[config.mk]
export PLATFORM = sky130hd
export DESIGN_NAME = alu_uart_ctrl
export DESIGN_NICKNAME = d
export VERILOG_FILES = /design/src/rtl/alu_uart_ctrl_pkg.sv /design/src/rtl/alu_uart_ctrl.sv
export SDC_FILE = /design/constraint.sdc
export NUM_CORES = 1
export LEC_CHECK = 0
export CAP_MARGIN = 10
export CORE_MARGIN = 5
export CORE_UTILIZATION = 45
export DETAILED_ROUTE_END_ITERATION = 7
export DONT_BUFFER_PORTS = 1
export SKIP_LAST_GASP = 1
export SLEW_MARGIN = 10
export SYNTH_ARGS = -nofsm -noshare
export SYNTH_HDL_FRONTEND = slang
export SYNTH_SLANG_ARGS = --single-unit
[constraint.sdc]
create_clock -name i_clk -period 2.72 [get_ports i_clk]
set_clock_uncertainty 0.15 [all_clocks]
set_input_delay 0.272 -clock i_clk [delete_from_list [all_inputs] [get_ports i_clk]]
set_output_delay 0.272 -clock i_clk [all_outputs]
set_load 0.03 [all_outputs]
[src/rtl/alu_uart_ctrl_pkg.sv]
// Shared ALU opcode encodings used by the ALU and by its UART sequencer.
package alu_uart_ctrl_pkg;

    localparam int unsigned NB_ALU_OP = 6;

    localparam logic [NB_ALU_OP-1:0] IDLE_OP = 6'h3F;
    localparam logic [NB_ALU_OP-1:0] ADD_OP  = 6'h20;
    localparam logic [NB_ALU_OP-1:0] SUB_OP  = 6'h22;
    localparam logic [NB_ALU_OP-1:0] AND_OP  = 6'h24;
    localparam logic [NB_ALU_OP-1:0] OR_OP   = 6'h25;
    localparam logic [NB_ALU_OP-1:0] XOR_OP  = 6'h26;
    localparam logic [NB_ALU_OP-1:0] NOR_OP  = 6'h27;
    localparam logic [NB_ALU_OP-1:0] SRL_OP  = 6'h02;
    localparam logic [NB_ALU_OP-1:0] SRA_OP  = 6'h03;

endpackage

[src/rtl/alu_uart_ctrl.sv]
// Sequencer between the UART byte link and the combinational ALU: gathers
// opcode/A/B bytes, holds them stable on the ALU inputs, latches the result
// and returns it byte-serially (little-endian) over the UART TX.
module alu_uart_ctrl
    import alu_uart_ctrl_pkg::*;
#(
    parameter int unsigned NB_OP   = 6,
    parameter int unsigned NB_DATA = 8
) (
    input  logic               i_clk,
    input  logic               i_reset,
    input  logic [7:0]         i_rx_data,
    input  logic               i_rx_done,
    input  logic               i_tx_done,
    input  logic [NB_DATA-1:0] i_alu_result,
    output logic [NB_OP-1:0]   o_alu_op,
    output logic [NB_DATA-1:0] o_alu_data_a,
    output logic [NB_DATA-1:0] o_alu_data_b,
    output logic [4:0]         o_alu_shamt,
    output logic [7:0]         o_tx_data,
    output logic               o_tx_start,
    output logic               o_busy,
    output logic               o_error
);

    localparam int unsigned NB_BYTES = NB_DATA / 8;
    localparam int unsigned NB_CNT   = (NB_BYTES > 1) ? $clog2(NB_BYTES) : 1;
    localparam logic [NB_CNT-1:0] LAST_BYTE = NB_CNT'(NB_BYTES - 1);

    typedef enum logic [2:0] {
        ST_IDLE,
        ST_RX_A,
        ST_RX_B,
        ST_EXEC,
        ST_TX_LOAD,
        ST_TX_WAIT
    } state_t;

    state_t              state_q, state_d;
    logic [NB_OP-1:0]    op_q, op_d;
    logic [NB_DATA-1:0]  a_q, a_d;
    logic [NB_DATA-1:0]  b_q, b_d;
    logic [NB_DATA-1:0]  res_q, res_d;
    logic [NB_CNT-1:0]   cnt_q, cnt_d;
    logic [NB_CNT-1:0]   cnt_inc;
    logic [7:0]          tx_data_q, tx_data_d;
    logic                tx_start_q, tx_start_d;
    logic                busy_q, busy_d;
    logic                error_q, error_d;

    // Next-state and next-register values for the whole sequencer.
    // The TX byte and start pulse are registered on entry to TX_LOAD so that
    // o_tx_data is already valid in the cycle o_tx_start is high.
    always_comb begin
        state_d    = state_q;
        op_d       = op_q;
        a_d        = a_q;
        b_d        = b_q;
        res_d      = res_q;
        cnt_d      = cnt_q;
        tx_data_d  = tx_data_q;
        tx_start_d = 1'b0;
        error_d    = 1'b0;
        cnt_inc    = cnt_q + NB_CNT'(1);

        case (state_q)
            ST_IDLE: begin
                if (i_rx_done) begin
                    if ((i_rx_data >> NB_OP) == 8'd0) begin
                        op_d    = i_rx_data[NB_OP-1:0];
                        cnt_d   = '0;
                        state_d = ST_RX_A;
                    end else begin
                        error_d = 1'b1;
                    end
                end
            end
            ST_RX_A: begin
                if (i_rx_done) begin
                    for (int unsigned i = 0; i < NB_BYTES; i++) begin
                        if (cnt_q == NB_CNT'(i)) a_d[8*i +: 8] = i_rx_data;
                    end
                    if (cnt_q == LAST_BYTE) begin
                        cnt_d   = '0;
                        state_d = ST_RX_B;
                    end else begin
                        cnt_d = cnt_inc;
                    end
                end
            end
            ST_RX_B: begin
                if (i_rx_done) begin
                    for (int unsigned i = 0; i < NB_BYTES; i++) begin
                        if (cnt_q == NB_CNT'(i)) b_d[8*i +: 8] = i_rx_data;
                    end
                    if (cnt_q == LAST_BYTE) begin
                        cnt_d   = '0;
                        state_d = ST_EXEC;
                    end else begin
                        cnt_d = cnt_inc;
                    end
                end
            end
            ST_EXEC: begin
                res_d      = i_alu_result;
                cnt_d      = '0;
                tx_data_d  = i_alu_result[7:0];
                tx_start_d = 1'b1;
                state_d    = ST_TX_LOAD;
            end
            ST_TX_LOAD: begin
                state_d = ST_TX_WAIT;
            end
            ST_TX_WAIT: begin
                if (i_tx_done) begin
                    if (cnt_q == LAST_BYTE) begin
                        state_d = ST_IDLE;
                    end else begin
                        cnt_d = cnt_inc;
                        for (int unsigned i = 0; i < NB_BYTES; i++) begin
                            if (cnt_inc == NB_CNT'(i)) tx_data_d = res_q[8*i +: 8];
                        end
                        tx_start_d = 1'b1;
                        state_d    = ST_TX_LOAD;
                    end
                end
            end
            default: begin
                state_d = ST_IDLE;
            end
        endcase

        busy_d = (state_d != ST_IDLE);
    end

    // State and datapath registers with synchronous reset.
    always_ff @(posedge i_clk) begin
        if (i_reset) begin
            state_q    <= ST_IDLE;
            op_q       <= NB_OP'(IDLE_OP);
            a_q        <= '0;
            b_q        <= '0;
            res_q      <= '0;
            cnt_q      <= '0;
            tx_data_q  <= '0;
            tx_start_q <= 1'b0;
            busy_q     <= 1'b0;
            error_q    <= 1'b0;
        end else begin
            state_q    <= state_d;
            op_q       <= op_d;
            a_q        <= a_d;
            b_q        <= b_d;
            res_q      <= res_d;
            cnt_q      <= cnt_d;
            tx_data_q  <= tx_data_d;
            tx_start_q <= tx_start_d;
            busy_q     <= busy_d;
            error_q    <= error_d;
        end
    end

    assign o_alu_op     = op_q;
    assign o_alu_data_a = a_q;
    assign o_alu_data_b = b_q;
    assign o_alu_shamt  = a_q[4:0];
    assign o_tx_data    = tx_data_q;
    assign o_tx_start   = tx_start_q;
    assign o_busy       = busy_q;
    assign o_error      = error_q;

endmodule
Word-level counts from Yosys, hierarchy flattened
Cells that the tools add are included.
- add/subtract/negate cells: 1
- equal/unequal tests: 11
- multiplexer cells: 23
- bitwise operators: 3
- reduce and logical (&&, ||, !) cells: 12
- operators by type and width (cell ; number):
    $mux 3 ; 8
    $mux 8 ; 3
    $pmux 3 s6 ; 1
    $pmux 8 s2 ; 1
    $ne 2x2->1 const B ; 5
    $reduce_and 3->1 ; 3
    $logic_not 8->1 ; 1
    $mux 1 ; 8
    $eq 3x2->1 const B ; 2
    $eq 3x3->1 const B ; 2
    $reduce_and 5->1 ; 1
    $pmux 1 s4 ; 1
    $reduce_and 4->1 ; 1
    $reduce_bool 4->1 ; 1
    $eq 3x1->1 const B ; 1
    $logic_not 3->1 ; 1
    $not 1->1 ; 3
    $reduce_bool 3->1 ; 1
    $reduce_or 3->1 ; 1
    $ne 2x1->1 const B ; 1
    $pmux 1 s2 ; 1
    $reduce_bool 2->1 ; 1
    $reduce_or 2->1 ; 1
    $add 1x1->1 const B ; 1
- register bits: 45
- output and inout port bits: 38
- word-level logic and storage cells: 60

Logic depth before layout (Yosys ltp)
Gate-level depths: netlist of run 1.
- depth after elaboration: 5
- mapped depth: 6
- depth with buffers taken out: 4

Worst setup path before layout of run 1
Ideal clock, no wire load.
- path type: reg-to-reg
- from: register state_q[1]
- to: register op_q[0] (netlist: o_alu_op[0])
- library setup time: 120 ps
- data arrival time: 1114 ps
- slack: 1337 ps
- stages on the path, launching flop included: 6
- buffers on the path: 2
- clock period less this slack: 1383 ps
- cells stage by stage: dfxtp_1 > buf_6 > nor2b_2 > nand3_2 > buf_6 > a211o_1
- longest elaborated chain between the ends: 2
- ends and longest elaborated chain (what ; line ; source):
    start, declared ; alu_uart_ctrl.sv:39 ; state_t state_q, state_d;
    start signal, assigned ; alu_uart_ctrl.sv:150 ; state_q <= state_d;
    $logic_not 3->1 ; alu_uart_ctrl.sv:66 ; case (state_q)
    $reduce_and 3->1 (no source line) ; n/a ;
    end signal, assigned ; alu_uart_ctrl.sv:140 ; op_q <= NB_OP'(IDLE_OP);
    end signal, assigned ; alu_uart_ctrl.sv:151 ; op_q <= op_d;
    end, declared ; alu_uart_ctrl.sv:40 ; logic [NB_OP-1:0] op_q, op_d;
No other way between the ends.
A chain may end at the register's enable or synchronous reset.

Worst setup path after layout of run 1
- from: register state_q[2]
- to: register b_q[3] (netlist: o_alu_data_b[3])
- longest elaborated chain between the ends: 2
- ends and longest elaborated chain (what ; line ; source):
    $eq 3x2->1 ; alu_uart_ctrl.sv:66 ;
    $reduce_and 3->1 (no source line) ; n/a ;
    end signal, assigned ; alu_uart_ctrl.sv:142 ; b_q <= '0;
    end signal, assigned ; alu_uart_ctrl.sv:153 ; b_q <= b_d;
    end, declared ; alu_uart_ctrl.sv:42 ; logic [NB_DATA-1:0] b_q, b_d;
No other way between the ends.

==> results of run 1 <==
[routing by layer]
metal,wire (µm),share of wire (%),vias to the layer above
li1,-,-,547
met1,1340,42,490
met2,1490,46,38
met3,360,11,3
met4,16,0.50,0
met5,0,0,-
[registers in the layout, indices dropped and copies added, names as in the netlist]
name,count
o_alu_data_a,8
o_alu_data_b,8
o_tx_data,8
o_alu_op,6
state_q,3
o_busy,1
o_error,1
o_tx_start,1
[cell usage after synthesis]
cell type | n | area share, %
or3_1 | 1 | 0.45
a21oi_1 | 26 | 9.4
buf_4 | 7 | 3.8
nor3_1 | 2 | 0.72
and2_2 | 2 | 1.1
nand3_1 | 1 | 0.36
nand2_2 | 1 | 0.45
nor2b_2 | 2 | 1.3
nand3_2 | 1 | 0.72
buf_2 | 2 | 0.72
nor2_2 | 1 | 0.45
nor2_1 | 9 | 2.4
inv_1 | 6 | 1.6
mux2i_1 | 1 | 0.72
nand2_1 | 51 | 14
clkbuf_1 | 5 | 1.4
a221oi_2 | 1 | 1.1
a211o_1 | 6 | 3.8
dfxtp_1 | 36 | 52
and3_1 | 1 | 0.45
a22oi_2 | 1 | 0.90
o211ai_1 | 1 | 0.54
buf_6 | 2 | 1.6
[cell type report]
type	count	area (µm²)
well taps	33	41.3
repair buffers	19	200
multi-input cells	108	536
fillers	291	1450
flip-flops and latches	36	721
clock buffers	5	37.5
inverters	6	22.5
[power groups by stage]
stage | Clock, mW | Sequential, mW | Combinational, mW
final | 0.239 | 0.577 | 0.0676
after global routing | 0.265 | 0.579 | 0.0747
after CTS | 0.249 | 0.577 | 0.0674
after detailed placement | 0 | 0.590 | 0.0342
after global placement | 0 | 0.589 | 0.0326
after floorplan | 0 | 0.582 | 0.0459
[cell families (layout without fill, tap and decap cells)]
group / Yosys count / count (layout) / share of synthesized area, %
and+or+nand+nor: 72 / 72 / 22.3
DFF: 36 / 36 / 52.1
AOI/OAI and AO/OA: 35 / 35 / 15.7
buffers and inverters: 22 / 30 / 9.14
muxes: 1 / 1 / 0.724
[per-stage QoR]
stage / power (mW) / instance area [µm²] / instances
floorplan: 0.628 / 1380 / 166
CTS: 0.894 / 1560 / 207
detailed placement: 0.624 / 1320 / 183
finish: 0.883 / 1560 / 207
global route: 0.919 / 1560 / 207
global placement: 0.622 / 1320 / 183
[final timing paths]
check	from	to	slack [ns]
max	state_q[2]	o_alu_data_b[3]	0.75
min	i_rx_data[5]	o_alu_op[5]	0.02
max reg2reg	state_q[2]	o_alu_data_b[3]	0.75
min reg2reg	state_q[2]	state_q[2]	0.45
[worst min-delay path, cell delays in order]
cell and delay, ns:
inv_1 0.02, nor2_1 0.09, a211o_1 0.09
==> flow_metrics.env, run 1 <==
export IMPL_synth_cell_type_count=23
export IMPL_critPathKind="flip-flop to flip-flop"
export IMPL_cts_clk_slew_worst_paths_ns=0.09
export IMPL_syn_nets=186
export IMPL_start_util_pct=46.0
export IMPL_p_comb_share_pct=7.7
export IMPL_setup_viol=0
export IMPL_relSlewSlack_pct=59.8
export IMPL_syn_area_mm2=0.00138
export IMPL_synth_cells=166
export IMPL_final_common_cell="nand2_1"
export IMPL_path_buf_inv=1
export IMPL_clockBufferDepth=2
export IMPL_grt_pass1_wl_um=5140
export IMPL_antenna_found_initial=0
export IMPL_routed_via_density=5.21
export IMPL_num_rows=20
export IMPL_cp_depth=5
export IMPL_post_cts_setup_buffers=0
export IMPL_drt_iter0_markers=66
export IMPL_drv_slew=0
export IMPL_rsz0062_at_grt="false"
export IMPL_min_delay_path_depth=3
export IMPL_p_seq_share_pct=65.3
export IMPL_gp_congestion=0.781
export IMPL_cts_hold_buf=19
export IMPL_cts_tree="done"
export IMPL_dieWidth_um=65.4
export IMPL_post_cts_resized=0
export IMPL_reg2reg_depth=5
export IMPL_p_sw_mw=0.223
export IMPL_grt_use_met1_pct=17.9
export IMPL_required_ns=2.80
export IMPL_final_cell_mix="nand2_1, dfxtp_1, a21oi_1"
export IMPL_worst_pin_slew_ns=0.602
export IMPL_arrival_ns=2.05
export IMPL_end_kind="flip-flop"
export IMPL_io_pins=58
export IMPL_synthesis_yosys_warnings=0
export IMPL_cap_viol_max_count=0
export IMPL_fmax_mhz=508
export IMPL_coreArea_mm2=0.00300
export IMPL_track_usage_pct=16.0
export IMPL_grt_pass1_vias=1104
export IMPL_die_y_um=65.4
export IMPL_grt_util_met3_pct=7.52
export IMPL_drc=0
export IMPL_area_delta_synth_final_pct=12.7
export IMPL_grt_overflow=0
export IMPL_die_area_mm2=0.00428
export IMPL_final_period_utilization_pct=72.3
export IMPL_slowest_delay_ns=0.55
export IMPL_status="completed"
export IMPL_fin_util_pct=51.9
export IMPL_hold_viol_final=0
export IMPL_post_dp_hpwl_um=2140
export IMPL_postRouteAntennaNets=0
export IMPL_p_leak_nw=0.565
export IMPL_post_place_ws_ns=1.19
export IMPL_power_frac_clock_pct=27.0
export IMPL_grt_busiest_layer="met2"
export IMPL_fin_crit_ns=1.97
export IMPL_drt_wl_total_um=3210
export IMPL_vias=1078
export IMPL_final_setup_tns_ns=0
export IMPL_h_tree_depth=2
export IMPL_peakVddDrop_mv=0.312
export IMPL_sw_frac_of_total_pct=25.2
export IMPL_clockRootBuffer="clkbuf_4"
export IMPL_drive_gt1_share_pct=8.62
export IMPL_syn_avg_cell_area_um2=8.33
export IMPL_io_buffers=0
export IMPL_powerDensity_mw_per_mm2=567
export IMPL_worstPathCellList="nor2_2 > nand3_1 > nand2_1 > a21oi_1 > dlygate4sd3_1"
export IMPL_path_max_fanout=8
export IMPL_grt_start_max_net_pins=36
export IMPL_cpLargestDelayFamily="simple AND/OR/NAND/NOR gates"
export IMPL_n_antenna_cell=0
export IMPL_crit_slowest_cell="dlygate4sd3_1"
export IMPL_grtUsageMet2_pct=25.3
export IMPL_cts_sinks=36
export IMPL_setup_ws_ns=0.753
export IMPL_synth_seq_cells=36
export IMPL_numCtsBuffers=5
export IMPL_start_kind="flip-flop"
export IMPL_synth_seq_area_share_pct=52.1
export IMPL_insertion_delay_ns=0.33
export IMPL_finalNetCount=196
export IMPL_whs_ns=0.0196
export IMPL_hold_class="primary input to flip-flop"
export IMPL_intPower_mw=0.660
export IMPL_first_pass_iters=4
export IMPL_routedWlPerCell_um=15.5
Power figures use the tool's default switching activity.
==> run 2: changes to the inputs <==
clock period = 1.6 ns   (was 2.72 ns; I/O delays follow)
==> flow_metrics.env, run 2 (same netlist as run 1, synthesis figures left out) <==
export IMPL_status="completed"
export IMPL_n_antenna_cell=0
export IMPL_setup_viol=0
export IMPL_peakVddDrop_mv=0.541
export IMPL_start_util_pct=46.0
export IMPL_finalNetCount=203
export IMPL_drc=0
export IMPL_start_kind="primary input"
export IMPL_numCtsBuffers=5
export IMPL_hold_end="o_alu_data_b[0]"
export IMPL_first_pass_iters=4
export IMPL_cts_sinks=36
export IMPL_post_place_ws_ns=0.148
export IMPL_vias=1135
export IMPL_gp_congestion=0.746
export IMPL_insertion_delay_ns=0.33
export IMPL_final_common_cell="nand2_1"
export IMPL_cts_hold_buf=20
export IMPL_grt_pass1_vias=1045
export IMPL_io_buffers=0
export IMPL_final_period_utilization_pct=94.6
export IMPL_critPathKind="primary input to flip-flop"
export IMPL_io_pins=58
export IMPL_p_sw_mw=0.390
export IMPL_drv_slew=0
export IMPL_worst_pin_slew_ns=0.358
export IMPL_rsz0062_at_grt="false"
export IMPL_placed_cells=189
export IMPL_drive_gt1_share_pct=11.6
export IMPL_hold_class="primary input to flip-flop"
export IMPL_p_total_mw=1.52
export IMPL_clockBufferDepth=2
export IMPL_worstHoldStart="i_rx_done"
export IMPL_grt_pass1_wl_um=5040
export IMPL_grt_start_max_net_pins=36
export IMPL_slowest_delay_ns=0.58
export IMPL_hold_viol_final=0
export IMPL_fillCellCount=298
export IMPL_dieWidth_um=65.4
export IMPL_final_cell_mix="nand2_1, dfxtp_1, a21oi_1"
export IMPL_relSlewSlack_pct=76.1
export IMPL_track_usage_pct=15.4
export IMPL_p_leak_nw=0.599
export IMPL_die_area_mm2=0.00428
export IMPL_ff_latch_area_um2=721
export IMPL_fmax_mhz=660
export IMPL_routed_via_density=5.30
export IMPL_cap_viol_max_count=0
export IMPL_num_rows=20
export IMPL_fin_util_pct=53.7
export IMPL_drt_iter0_markers=93
export IMPL_reg2reg_from="state_q[1]"
export IMPL_p_seq_share_pct=63.7
export IMPL_end_kind="flip-flop"
export IMPL_powerDensity_mw_per_mm2=942
export IMPL_path_max_fanout=12
export IMPL_intPower_mw=1.13
export IMPL_grt_overflow=0
export IMPL_p_comb_share_pct=9.3
export IMPL_post_cts_resized=0
export IMPL_worstPathCellList="dlygate4sd3_1 > nor2b_2 > nand3_2 > a211o_1"
export IMPL_crit_slowest_cell="dlygate4sd3_1"
export IMPL_rr_endpoint="o_busy"
export IMPL_whs_ns=0.116
export IMPL_arrival_ns=1.59
export IMPL_coreArea_mm2=0.00300
export IMPL_clockRootBuffer="clkbuf_4"
export IMPL_place_area_mm2=0.00137
export IMPL_regToRegSetupSlack_ns=0.12
export IMPL_fin_cells=214
export IMPL_routedWlPerCell_um=14.8
export IMPL_cts_tree="done"
export IMPL_reg2reg_depth=4
export IMPL_multi_input_area_um2=536
export IMPL_cts_clk_slew_worst_paths_ns=0.10
export IMPL_post_dp_hpwl_um=2180
export IMPL_postRouteAntennaNets=0
export IMPL_antenna_found_initial=0
export IMPL_final_area_mm2=0.00161
export IMPL_die_y_um=65.4
export IMPL_final_setup_tns_ns=0
export IMPL_required_ns=1.68
export IMPL_setup_ws_ns=0.0858
export IMPL_startpoint="i_rx_done"
export IMPL_sw_frac_of_total_pct=25.7
export IMPL_power_frac_clock_pct=27.0
export IMPL_area_delta_synth_final_pct=16.7
export IMPL_fin_crit_ns=1.51
export IMPL_min_delay_path_depth=3
export IMPL_h_tree_depth=2
export IMPL_drt_wl_total_um=3160
export IMPL_post_cts_setup_buffers=0
run 2: final cells by class:
class | count | share of cell area, %
inverter | 6 | 1.40
clock buffer | 5 | 2.33
timing repair buffer | 26 | 15.8
sequential | 36 | 44.7
tap | 33 | 2.56
multi-input combinational | 108 | 33.2
run 2: how the worst max path moves through the flow:
stage	endpoint	slack (ns)	depth (start not counted)
final	o_alu_op[5]	0.09	4
after global routing	o_alu_op[1]	0.003	4
after CTS	o_alu_op[4]	0.10	4
after detailed placement	o_alu_op[2]	0.15	3
after global placement	o_busy	0.20	4
after floorplan	o_alu_op[0]	0.22	5
run 2: worst max-delay path: cells and delay by family:
| family | cells | cell delay [ns] |
|---|---|---|
| AOI/OAI and AO/OA | 1 | 0.35 |
| buffers and inverters | 1 | 0.58 |
| and+or+nand+nor | 2 | 0.50 |
run 2: layer usage:
| metal | up-vias | global-route usage, % | part of all wire [%] |
|---|---|---|---|
| met1 | 521 | 19.3 | 42 |
| met2 | 44 | 22.5 | 46 |
| met4 | 0 | 6.99 | 1.5 |
| met3 | 5 | 7.01 | 10 |
| li1 | 565 | - | - |
| met5 | - | 0 | 0 |
run 2: power by group through the flow:
stage / Clock [mW] / Combinational, mW / Sequential (mW)
after floorplan: 0 / 0.0781 / 0.990
after global placement: 0 / 0.0732 / 0.989
after detailed placement: 0 / 0.0755 / 0.990
after CTS: 0.425 / 0.141 / 0.969
after global routing: 0.459 / 0.154 / 0.973
final: 0.411 / 0.141 / 0.968
==> run 3: changes to the inputs <==
ABC_AREA = 1   (was default)
==> flow_metrics.env, run 3 <==
export IMPL_p_total_mw=1.55
export IMPL_antenna_found_initial=0
export IMPL_gp_congestion=0.785
export IMPL_p_leak_nw=0.708
export IMPL_wl_met2_um=1730
export IMPL_die_y_um=65.4
export IMPL_synth_cells=173
export IMPL_cap_viol_max_count=0
export IMPL_vias=1179
export IMPL_synthesis_yosys_warnings=0
export IMPL_die_area_mm2=0.00427
export IMPL_arrival_ns=1.54
export IMPL_io_buffers=0
export IMPL_required_ns=1.72
export IMPL_hold_viol_final=0
export IMPL_grt_pass1_vias=1244
export IMPL_relSlewSlack_pct=52.1
export IMPL_area_delta_synth_final_pct=17.8
export IMPL_drv_slew=0
export IMPL_numCtsBuffers=5
export IMPL_final_common_cell="nand2_1"
export IMPL_synth_commonest_cells="nand2_1, dfxtp_1, nor2_1, nand3_1, a21oi_1"
export IMPL_path_max_fanout=8
export IMPL_drive_gt1_share_pct=11.4
export IMPL_synth_seq_area_share_pct=52.2
export IMPL_final_period_utilization_pct=88.7
export IMPL_track_usage_pct=17.4
export IMPL_end_kind="flip-flop"
export IMPL_synth_cell_type_count=20
export IMPL_finalNetCount=213
export IMPL_syn_area_mm2=0.00138
export IMPL_drc=0
export IMPL_peakVddDrop_mv=0.481
export IMPL_yosysTopAreaCell="dfxtp_1"
export IMPL_top_layer="met4"
export IMPL_post_dp_hpwl_um=2390
export IMPL_status="completed"
export IMPL_num_rows=20
export IMPL_cts_tree="done"
export IMPL_first_pass_iters=4
export IMPL_routed_via_density=5.22
export IMPL_start_kind="flip-flop"
export IMPL_rsz0062_at_grt="false"
export IMPL_synthTopCellsByArea="dfxtp_1, nand2_1, nor2_1"
export IMPL_grt_start_max_net_pins=21
export IMPL_synth_seq_cells=36
export IMPL_postRouteAntennaNets=0
export IMPL_grt_overflow=0
export IMPL_final_setup_tns_ns=0
export IMPL_yosysMostFrequentCell="nand2_1"
export IMPL_powerDensity_mw_per_mm2=955
export IMPL_hold_class="primary input to flip-flop"
export IMPL_start_util_pct=46.0
export IMPL_drt_wl_total_um=3370
export IMPL_wl_met1_um=1230
export IMPL_coreArea_mm2=0.00300
export IMPL_worst_pin_slew_ns=0.715
export IMPL_cts_sinks=36
export IMPL_yosysTopAreaCellShare_pct=52.2
export IMPL_syn_avg_cell_area_um2=7.98
export IMPL_clockRootBuffer="clkbuf_4"
export IMPL_synth_main_ff_cell="dfxtp_1"
export IMPL_dieWidth_um=65.4
export IMPL_final_cell_mix="nand2_1, dfxtp_1, nor2_1"
export IMPL_synth_edf_count=0
export IMPL_cts_clk_slew_worst_paths_ns=0.10
export IMPL_io_pins=58
export IMPL_n_antenna_cell=0
export IMPL_syn_nets=193
export IMPL_fmax_mhz=704
export IMPL_critPathKind="flip-flop to flip-flop"
export IMPL_insertion_delay_ns=0.33
export IMPL_routedWlPerCell_um=14.9
export IMPL_h_tree_depth=2
export IMPL_grt_pass1_wl_um=5600
export IMPL_synthArstFlopShare_pct=0
export IMPL_drt_iter0_markers=32
export IMPL_wl_met3_um=327
export IMPL_fin_crit_ns=1.42
export IMPL_setup_viol=0
export IMPL_clockBufferDepth=2
run 3: cell count changes after synthesis, moves of 6 or more:
cell	previous run	this run
o21ai_0	0	8
nand2_1	51	43
nor2_1	9	25
nand3_1	1	17
a21oi_1	26	16
a211o_1	6	0
run 3: through the flow:
stage                     hold slack, ns  instances  area, µm²  setup slack, ns  utilization (%)
after floorplan                    0.123        173       1380            0.334                -
after detailed placement          0.0844        201       1400            0.189             46.5
after global routing              0.0246        226       1630           0.0667             54.1
final                            0.00742        226       1630            0.180             54.1
after global placement            0.0820        201       1400            0.241             46.5
after CTS                        0.00419        226       1620           0.0998             54.0
run 3: where the power goes:
group          leakage [nW]  internal (mW)  switching [mW]
Clock                0.0281          0.162           0.269
Sequential            0.292          0.920          0.0534
Combinational         0.388         0.0582          0.0896
run 3: cell families (layout without fill, tap and decap cells):
kind of cell,count (synthesis),in the layout,synth area share [%]
and+or+nand+nor,92,92,30.8
DFF,36,36,52.2
AOI/OAI and AO/OA,25,25,9.25
buffers and inverters,20,40,7.71
run 3: layer usage:
| layer | track usage [%] | vias up |
|---|---|---|
| met4 | 9.33 | 0 |
| met1 | 17.1 | 533 |
| met3 | 6.50 | 8 |
| li1 | - | 589 |
| met2 | 31.2 | 49 |
| met5 | 0 | - |
run 3: layout make-up:
| class | count | area, µm² |
|---|---|---|
| Fill cell | 291 | 1380 |
| Sequential cell | 36 | 721 |
| Multi-Input combinational cell | 117 | 553 |
| Timing Repair Buffer | 24 | 228 |
| Clock buffer | 6 | 41.3 |
| Tap cell | 33 | 41.3 |
| Inverter | 9 | 36.3 |
| Clock inverter | 1 | 5.00 |
run 3: final timing paths:
| check | start | endpoint | slack, ns | depth (start not counted) |
|---|---|---|---|---|
| setup reg to reg | state_q[0] | o_alu_op[0] | 0.18 | 5 |
| hold / removal | i_tx_done | state_q[2] | 0.007 | 5 |
| hold reg to reg | o_alu_data_a[4] | o_alu_data_a[4] | 0.38 | 2 |
| setup / recovery | state_q[0] | o_alu_op[0] | 0.18 | 5 |
run 3: what timing repair did:
item | in CTS | in global routing
buffers inserted | 0 | 0
hold buffers | 18 | 0
gates resized for setup | 0 | 1
setup endpoints to repair | 0 | 1
hold endpoints to repair | 36 | 0
run 3: critical path, cell delays in order, from the launching register on:
cell	delay, ns
dfxtp_1	0.40
nor2_1	0.26
nand3_2	0.20
inv_1	0.19
nand2_1	0.08
nand3_1	0.08
